**config.mk**
```make
export PLATFORM = sky130hd
export DESIGN_NAME = wb_grf
export DESIGN_NICKNAME = d
export VERILOG_FILES = /design/src/rtl/wb_grf_pkg.sv /design/src/rtl/wb_decode.sv /design/src/rtl/wb_grf.sv
export SDC_FILE = /design/constraint.sdc
export NUM_CORES = 2
export LEC_CHECK = 0
export BUFFER_PORTS_ARGS = -buffer_cell sky130_fd_sc_hd__buf_4
export CELL_PAD_IN_SITES_DETAIL_PLACEMENT = 0
export CELL_PAD_IN_SITES_GLOBAL_PLACEMENT = 1
export CORE_ASPECT_RATIO = 0.75
export CORE_MARGIN = 5
export CORE_UTILIZATION = 45
export CTS_CLUSTER_DIAMETER = 100
export DETAILED_ROUTE_END_ITERATION = 8
export HOLD_SLACK_MARGIN = 0.03
export PLACE_DENSITY_LB_ADDON = 0.15
export SLEW_MARGIN = 30
export SYNTH_ARGS = -nofsm -noshare
export SYNTH_HDL_FRONTEND = slang
export SYNTH_HIERARCHICAL = 1
export SYNTH_SLANG_ARGS = --single-unit
```
**constraint.sdc**
```tcl
create_clock -name clk -period 40 [get_ports clk]
set_input_delay 4 -clock clk [delete_from_list [all_inputs] [get_ports clk]]
set_output_delay 4 -clock clk [all_outputs]
set_load 0.005 [all_outputs]
```
**src/rtl/wb_grf_pkg.sv**
```systemverilog
`default_nettype none
// ============================================================================
// Module      : wb_grf_pkg
// Description : Shared opcode/funct constants, write-back source and
//               destination select enums, and the destination field helper.
//               These constants are also used by the D/E/M decoders.
// Revision    : 1.0 - initial release
// ============================================================================
package wb_grf_pkg;

    // Primary opcodes, cmd[31:26]
    localparam logic [5:0] c_OP_RTYPE = 6'b000000;
    localparam logic [5:0] c_OP_J     = 6'b000010;
    localparam logic [5:0] c_OP_JAL   = 6'b000011;
    localparam logic [5:0] c_OP_BEQ   = 6'b000100;
    localparam logic [5:0] c_OP_BNE   = 6'b000101;
    localparam logic [5:0] c_OP_ADDI  = 6'b001000;
    localparam logic [5:0] c_OP_ANDI  = 6'b001100;
    localparam logic [5:0] c_OP_ORI   = 6'b001101;
    localparam logic [5:0] c_OP_LUI   = 6'b001111;
    localparam logic [5:0] c_OP_COP0  = 6'b010000;
    localparam logic [5:0] c_OP_LB    = 6'b100000;
    localparam logic [5:0] c_OP_LH    = 6'b100001;
    localparam logic [5:0] c_OP_LW    = 6'b100011;
    localparam logic [5:0] c_OP_SB    = 6'b101000;
    localparam logic [5:0] c_OP_SH    = 6'b101001;
    localparam logic [5:0] c_OP_SW    = 6'b101011;

    // R-type function codes, cmd[5:0]
    localparam logic [5:0] c_FN_JR    = 6'b001000;
    localparam logic [5:0] c_FN_JALR  = 6'b001001;
    localparam logic [5:0] c_FN_MFHI  = 6'b010000;
    localparam logic [5:0] c_FN_MTHI  = 6'b010001;
    localparam logic [5:0] c_FN_MFLO  = 6'b010010;
    localparam logic [5:0] c_FN_MTLO  = 6'b010011;
    localparam logic [5:0] c_FN_MULT  = 6'b011000;
    localparam logic [5:0] c_FN_MULTU = 6'b011001;
    localparam logic [5:0] c_FN_DIV   = 6'b011010;
    localparam logic [5:0] c_FN_DIVU  = 6'b011011;
    localparam logic [5:0] c_FN_ADD   = 6'b100000;
    localparam logic [5:0] c_FN_SUB   = 6'b100010;
    localparam logic [5:0] c_FN_AND   = 6'b100100;
    localparam logic [5:0] c_FN_OR    = 6'b100101;
    localparam logic [5:0] c_FN_SLT   = 6'b101010;
    localparam logic [5:0] c_FN_SLTU  = 6'b101011;

    // COP0 sub-op in the rs field, cmd[25:21]
    localparam logic [4:0] c_CP0_MF   = 5'b00000;
    localparam logic [4:0] c_CP0_MT   = 5'b00100;
    localparam logic [4:0] c_CP0_CO   = 5'b10000;

    localparam logic [4:0] c_REG_RA   = 5'd31;

    typedef enum logic [2:0] {
        WB_NONE = 3'd0,
        WB_ALU  = 3'd1,
        WB_DM   = 3'd2,
        WB_HI   = 3'd3,
        WB_LO   = 3'd4,
        WB_CP0  = 3'd5,
        WB_LINK = 3'd6
    } wb_src_e;

    typedef enum logic [1:0] {
        RD  = 2'd0,
        RT  = 2'd1,
        R31 = 2'd2
    } dst_sel_e;

    // Extracts the destination register index selected by the decoder
    function automatic logic [4:0] dest_index(input dst_sel_e sel, input logic [31:0] cmd);
        logic [4:0] idx;
        idx = 5'd0;
        case (sel)
            RD:      idx = cmd[15:11];
            RT:      idx = cmd[20:16];
            R31:     idx = c_REG_RA;
            default: idx = 5'd0;
        endcase
        return idx;
    endfunction

endpackage : wb_grf_pkg
`default_nettype wire

```
**src/rtl/wb_decode.sv**
```systemverilog
`default_nettype none
// ============================================================================
// Module      : wb_decode
// Description : Combinational W-stage decoder. Maps the instruction word to a
//               register-write enable, destination index and write-back
//               source select. Writes aimed at $0 are reported as no write.
// Revision    : 1.0 - initial release
// ============================================================================
module wb_decode
    import wb_grf_pkg::*;
(
    input  logic [31:0] i_cmd,
    output logic        o_regwrite,
    output logic [4:0]  o_dest,
    output wb_src_e     o_src
);

    logic [5:0] w_op;
    logic [5:0] w_funct;
    logic [4:0] w_rs;
    wb_src_e    w_src;
    dst_sel_e   w_dsel;
    logic [4:0] w_dest;
    logic       w_unused;

    assign w_op     = i_cmd[31:26];
    assign w_funct  = i_cmd[5:0];
    assign w_rs     = i_cmd[25:21];
    // The shamt field never affects write-back
    assign w_unused = ^i_cmd[10:6];

    // Opcode/funct decode to source and destination selects
    always_comb begin
        w_src  = WB_NONE;
        w_dsel = RD;
        case (w_op)
            c_OP_RTYPE: begin
                w_dsel = RD;
                case (w_funct)
                    c_FN_ADD, c_FN_SUB, c_FN_AND,
                    c_FN_OR,  c_FN_SLT, c_FN_SLTU: w_src = WB_ALU;
                    c_FN_MFHI:                     w_src = WB_HI;
                    c_FN_MFLO:                     w_src = WB_LO;
                    c_FN_JALR:                     w_src = WB_LINK;
                    default:                       w_src = WB_NONE;
                endcase
            end
            c_OP_ADDI, c_OP_ANDI, c_OP_ORI, c_OP_LUI: begin
                w_src  = WB_ALU;
                w_dsel = RT;
            end
            c_OP_LW, c_OP_LH, c_OP_LB: begin
                w_src  = WB_DM;
                w_dsel = RT;
            end
            c_OP_COP0: begin
                // Only mfc0 writes; mtc0 and eret share this opcode
                w_dsel = RT;
                if (w_rs == c_CP0_MF) begin
                    w_src = WB_CP0;
                end
            end
            c_OP_JAL: begin
                w_src  = WB_LINK;
                w_dsel = R31;
            end
            default: begin
                w_src  = WB_NONE;
                w_dsel = RD;
            end
        endcase
    end

    assign w_dest     = dest_index(w_dsel, i_cmd);
    assign o_regwrite = (w_src != WB_NONE) && (w_dest != 5'd0);
    assign o_dest     = w_dest;
    assign o_src      = w_src;

endmodule : wb_decode
`default_nettype wire

```
**src/rtl/wb_grf.sv**
```systemverilog
`default_nettype none
// ============================================================================
// Module      : wb_grf
// Description : Write-back stage and 32x32 general register file. Selects the
//               write-back value, writes the array, serves two D-stage read
//               ports with same-cycle bypass, exports the write triple for
//               forwarding and counts retired instructions.
// Revision    : 1.0 - initial release
// ============================================================================
module wb_grf
    import wb_grf_pkg::*;
#(
    parameter int          NREG      = 32,
    parameter int          LINK_OFS  = 8,
    parameter logic [31:0] RESET_VAL = 32'h0000_0000
) (
    input  logic        clk,
    input  logic        res,
    input  logic [31:0] W_command,
    input  logic [31:0] W_PC,
    input  logic [31:0] W_DM_out,
    input  logic [31:0] W_ALU_result,
    input  logic [31:0] W_HI,
    input  logic [31:0] W_LO,
    input  logic [31:0] W_CP0_out,
    input  logic [4:0]  D_rs_addr,
    input  logic [4:0]  D_rt_addr,
    output logic [31:0] D_rs_data,
    output logic [31:0] D_rt_data,
    output logic        W_regwrite,
    output logic [4:0]  W_waddr,
    output logic [31:0] W_wdata,
    output logic [31:0] retired_cnt
);

    logic [31:0] r_grf [NREG];
    logic [31:0] r_retired_cnt;

    logic        w_dec_we;
    logic [4:0]  w_dec_dest;
    wb_src_e     w_dec_src;
    logic [31:0] w_link;
    logic [31:0] w_src_val;
    logic        w_regwrite;
    logic [4:0]  w_waddr;
    logic [31:0] w_wdata;
    logic [31:0] w_rs_data;
    logic [31:0] w_rt_data;

    wb_decode u_decode (
        .i_cmd      (W_command),
        .o_regwrite (w_dec_we),
        .o_dest     (w_dec_dest),
        .o_src      (w_dec_src)
    );

    // Link value wraps modulo 2^32
    assign w_link = W_PC + 32'(LINK_OFS);

    // Write-back source multiplexer
    always_comb begin
        w_src_val = 32'd0;
        case (w_dec_src)
            WB_ALU:  w_src_val = W_ALU_result;
            WB_DM:   w_src_val = W_DM_out;
            WB_HI:   w_src_val = W_HI;
            WB_LO:   w_src_val = W_LO;
            WB_CP0:  w_src_val = W_CP0_out;
            WB_LINK: w_src_val = w_link;
            default: w_src_val = 32'd0;
        endcase
    end

    // Write triple is zeroed whenever nothing is written so forwarding never
    // sees a stale destination
    assign w_regwrite = w_dec_we;
    assign w_waddr    = w_dec_we ? w_dec_dest : 5'd0;
    assign w_wdata    = w_dec_we ? w_src_val  : 32'd0;

    // Register array: async clear, one-cycle write latency
    always_ff @(posedge clk or posedge res) begin
        if (res) begin
            for (int i = 0; i < NREG; i++) begin
                r_grf[i] <= RESET_VAL;
            end
        end else if (w_regwrite) begin
            r_grf[w_waddr] <= w_wdata;
        end
    end

    // Retired-instruction counter, bubbles excluded, wraps naturally
    always_ff @(posedge clk or posedge res) begin
        if (res) begin
            r_retired_cnt <= 32'd0;
        end else if (W_command != 32'd0) begin
            r_retired_cnt <= r_retired_cnt + 32'd1;
        end
    end

    // Read port 1: $0 hardwired, then same-cycle bypass, then array
    always_comb begin
        w_rs_data = r_grf[D_rs_addr];
        if (D_rs_addr == 5'd0) begin
            w_rs_data = 32'd0;
        end else if (w_regwrite && (D_rs_addr == w_waddr)) begin
            w_rs_data = w_wdata;
        end
    end

    // Read port 2: same priority as port 1
    always_comb begin
        w_rt_data = r_grf[D_rt_addr];
        if (D_rt_addr == 5'd0) begin
            w_rt_data = 32'd0;
        end else if (w_regwrite && (D_rt_addr == w_waddr)) begin
            w_rt_data = w_wdata;
        end
    end

    assign D_rs_data   = w_rs_data;
    assign D_rt_data   = w_rt_data;
    assign W_regwrite  = w_regwrite;
    assign W_waddr     = w_waddr;
    assign W_wdata     = w_wdata;
    assign retired_cnt = r_retired_cnt;

endmodule : wb_grf
`default_nettype wire

```
==> results.yml <==
outcome:
  outcome: "completed"
flow_run:
  maxCapViolations: 0
sta:
  post-route-worst-setup-slack_ns: 26.64
  fin_crit_sh: 0.334
  timing.setup.tns_ns: 0
  max_slew.worst_pin.slew_ns: 1.07
  final.min_clock_period_ns: 13.36
  max_clock_freq_ghz: 0.0748
  final.hold.worst_slack_ns: 0.474
  report.final.slew_viol_count: 0
  headroom_to_the_max_slew_limit: 0.284
  hold_violations: 0
  grt_setup_unrepaired: "false"
  finClkSkew_ns: 0.0118
  setup_viol_count_final: 0
synthesis:
  asyncSetResetFlopFracSynth: 1.00
  synth.lib_cells_used.distinct: 82
  synth_enable_flop_cells: 0
  synth.cell_area_um2: 58300
  synth.yosys.warnings: 6
  synth.avg_cell_area_um2: 10.4
  synth.ff_latch_count: 1056
  mappedNetlistNets: 5849
  netlist_instances: 5611
  ys_seq_area_frac: 0.453
  synth-main-ff-cell: "sky130_fd_sc_hd__dfrtp_1"
layout:
  layout.cells.non_filler: 7514
  final_layout_size_suffix_gt1_frac: 0.208
  area_growth_syn_to_layout_pct: 13.4
  layout.cells.most_common: "sky130_fd_sc_hd__nand2_1"
  layout_common_cells: "1134 x sky130_fd_sc_hd__nand2_1, 1056 x sky130_fd_sc_hd__dfrtp_1, 965 x sky130_fd_sc_hd__o21ai_0, 469 x sky130_fd_sc_hd__mux2i_1, 468 x sky130_fd_sc_hd__buf_4"
  finish.net_count: 5918
  post_route_utilization: 0.514
  filler_cell_count: 11700
grt:
  first_pass_grt_wire_length_um: 324000
  antenna_found_initial: 5
  grt_start_max_net_pins: 179
  grtUsageTotal: 0.321
  number_of_global_route_vias_before_repair: 45200
  globalRouteOverflowTotal: 0
worst_setup_path:
  timing.rr.start: "retired_cnt[3]$_DFFE_PP0P_"
  crit_family: "buffers and inverters"
  critical_path.most_common_cell: "sky130_fd_sc_hd__buf_4"
  worst_setup_path_end_kind: "output port"
  critical_path_slowest_stage_cell: "sky130_fd_sc_hd__a211oi_1"
  timing.critical_path.required_ns: 36.00
  max_fanout_on_critical_path: 53
  max_stage_delay_ns: 0.86
  crit_chain: "buf_4, or4_1, a21oi_1, nor3_1, nor4b_4, buf_4, o32a_1, buf_4, nand2_1, a2111oi_0, and3_4, buf_4, nor3_1, a211oi_1, buf_4"
  reg2reg_setup_slack_ns: 37.95
  cp_num_buf_inv: 5
  crit_path_start_kind: "input pin"
  reg2regPathDepth: 6
  timing.setup.critical_path_class: "input pin to output port"
  worstPathArrival_ns: 9.36
  reg2reg_to: "retired_cnt[27]$_DFFE_PP0P_"
clock_tree:
  max-clock-path-buffers: 3
  cts_resized: 0
  insertion_delay_ns: 0.73
  clock-sinks: 1056
  numCtsBuffers: 112
  root_buffer: "sky130_fd_sc_hd__clkbuf_16"
  post_cts_buffers: 0
  ctsHoldBuffers: 0
  cts_tree: "done"
  clk_transition_reported_paths_ns: 0.06
  ctsHtreeMaxLevel: 3
detailed_routing:
  drt-pass1-iter-count: 6
  routed_via_density: 6.18
  drt_drc_violations_left: 0
  post_detailed_route_count_of_antenna_violating_nets: 0
  drt-total-wl_um: 221000
  num_vias: 46400
  detail_route.wl_per_cell_um: 29.4
  first_iter_violations: 5513
power:
  power.density_nw_per_um2: 35.8
  irDropWorstVdd_v: 0.0000365
  p_leak_nw: 28.7
floorplanning:
  fp.coreArea_um2: 129000
  row_count: 114
  fp.dieArea_um2: 137000
  chipWidth_um: 426
  start_util: 0.453
  die_h_um: 322
  io_pins: 370
worst_hold_path:
  hold_end: "retired_cnt[31]$_DFFE_PP0P_"
  min_path_type: "flip-flop to flip-flop"
  worst_hold_path.num_cells: 1
  hold_path.startpoint: "retired_cnt[31]$_DFFE_PP0P_"
placement:
  buffer_ports.inserted: 369
  dp_slack_ns: 26.82
  place.detailed.hpwl_um: 129000
  gp_congestion: 0.849
  place.detailed.instances: 7302
==> sequential cells by signal, indices dropped and copies added (netlist names) <==
name / flops
r_grf: 1024
retired_cnt: 32
==> worst max path at each step <==
stage	startpoint	end	cells after the start
floorplan	res	r_grf[0]$_DFFE_PP0P_	1
global placement	W_command[26]	D_rs_data[29]	15
detailed placement	W_command[26]	D_rs_data[29]	15
CTS	W_command[26]	D_rs_data[29]	15
global route	W_command[26]	D_rs_data[29]	15
finish	W_command[26]	D_rs_data[29]	15
==> worst reg2reg max path, stage by stage, from the launching register on <==
cell and delay [ns]:
sky130_fd_sc_hd__dfrtp_1 0.43, sky130_fd_sc_hd__nand3_1 0.13, sky130_fd_sc_hd__nor2_1 0.20, sky130_fd_sc_hd__nand4_1 0.27
sky130_fd_sc_hd__or3_1 0.51, sky130_fd_sc_hd__nor4_1 0.27, sky130_fd_sc_hd__xor2_1 0.17
==> routing by layer <==
layer	global-route usage	share of wire
met3	0.0583	0.078
met2	0.500	0.46
met5	0	0
met4	0.0841	0.032
met1	0.466	0.44
==> cells in the mapped netlist (17+ instances only) <==
cell,number,area share
sky130_fd_sc_hd__mux2_2,18,0.0035
sky130_fd_sc_hd__nor4_1,19,0.0020
sky130_fd_sc_hd__nor2b_1,43,0.0046
sky130_fd_sc_hd__mux2i_1,469,0.080
sky130_fd_sc_hd__nor3_1,42,0.0036
sky130_fd_sc_hd__nand4_1,18,0.0019
sky130_fd_sc_hd__buf_2,97,0.0083
sky130_fd_sc_hd__inv_1,49,0.0032
sky130_fd_sc_hd__o21ai_2,34,0.0051
sky130_fd_sc_hd__o22ai_1,71,0.0076
sky130_fd_sc_hd__o21ai_0,965,0.083
sky130_fd_sc_hd__buf_4,44,0.0057
sky130_fd_sc_hd__clkbuf_1,332,0.021
sky130_fd_sc_hd__nor2_1,65,0.0042
sky130_fd_sc_hd__and3_1,21,0.0023
sky130_fd_sc_hd__xor2_1,24,0.0036
sky130_fd_sc_hd__a221oi_1,17,0.0026
sky130_fd_sc_hd__a211oi_1,61,0.0078
sky130_fd_sc_hd__nand3_1,84,0.0072
sky130_fd_sc_hd__buf_6,31,0.0060
sky130_fd_sc_hd__a22oi_1,187,0.024
sky130_fd_sc_hd__dfrtp_1,1056,0.45
sky130_fd_sc_hd__a21oi_1,42,0.0036
sky130_fd_sc_hd__mux4_2,369,0.14
sky130_fd_sc_hd__o21ai_1,64,0.0055
sky130_fd_sc_hd__clkbuf_2,19,0.0016
sky130_fd_sc_hd__nand2_1,1167,0.075
sky130_fd_sc_hd__xnor2_1,38,0.0057
==> report_power, final <==
part           switching (mW)  internal [mW]  total [mW]  leakage, nW
logic                   0.132         0.0696       0.201         12.1
clock network           0.463          0.637        1.10         1.90
registers            0.000903           1.07        1.07         14.7
==> metrics by stage <==
stage	power [mW]	cell area [um2]
2_1_floorplan	1.21	58300
3_3_place_gp	1.29	62100
3_5_place_dp	1.29	62200
4_1_cts	2.38	66000
5_1_grt	2.44	66200
6_report	2.37	66200
==> logic make-up after synthesis <==
group	Yosys count	synth area share
AO/OA/AOI/OAI	1514	0.152
XOR/XNOR	62	0.00931
adder cells (fa/ha/maj)	2	0.000429
buffers and inverters	592	0.0486
flip-flops	1056	0.453
multiplexers	856	0.226
AND/OR/NAND/NOR	1529	0.111
==> layout make-up <==
cell class                      count  area, um2  share of cell area
Clock buffer                      171       3410              0.0515
Sequential cell                  1056      26400               0.399
Multi-Input combinational cell   3963      29600               0.447
Timing Repair Buffer              497       3960              0.0598
Tap cell                         1740       2180              0.0329
Inverter                           50        200             0.00303
Antenna cell                        1       2.50           0.0000378
Clock inverter                     36        419             0.00634
Note: power is estimated with default switching activity, not from simulation.
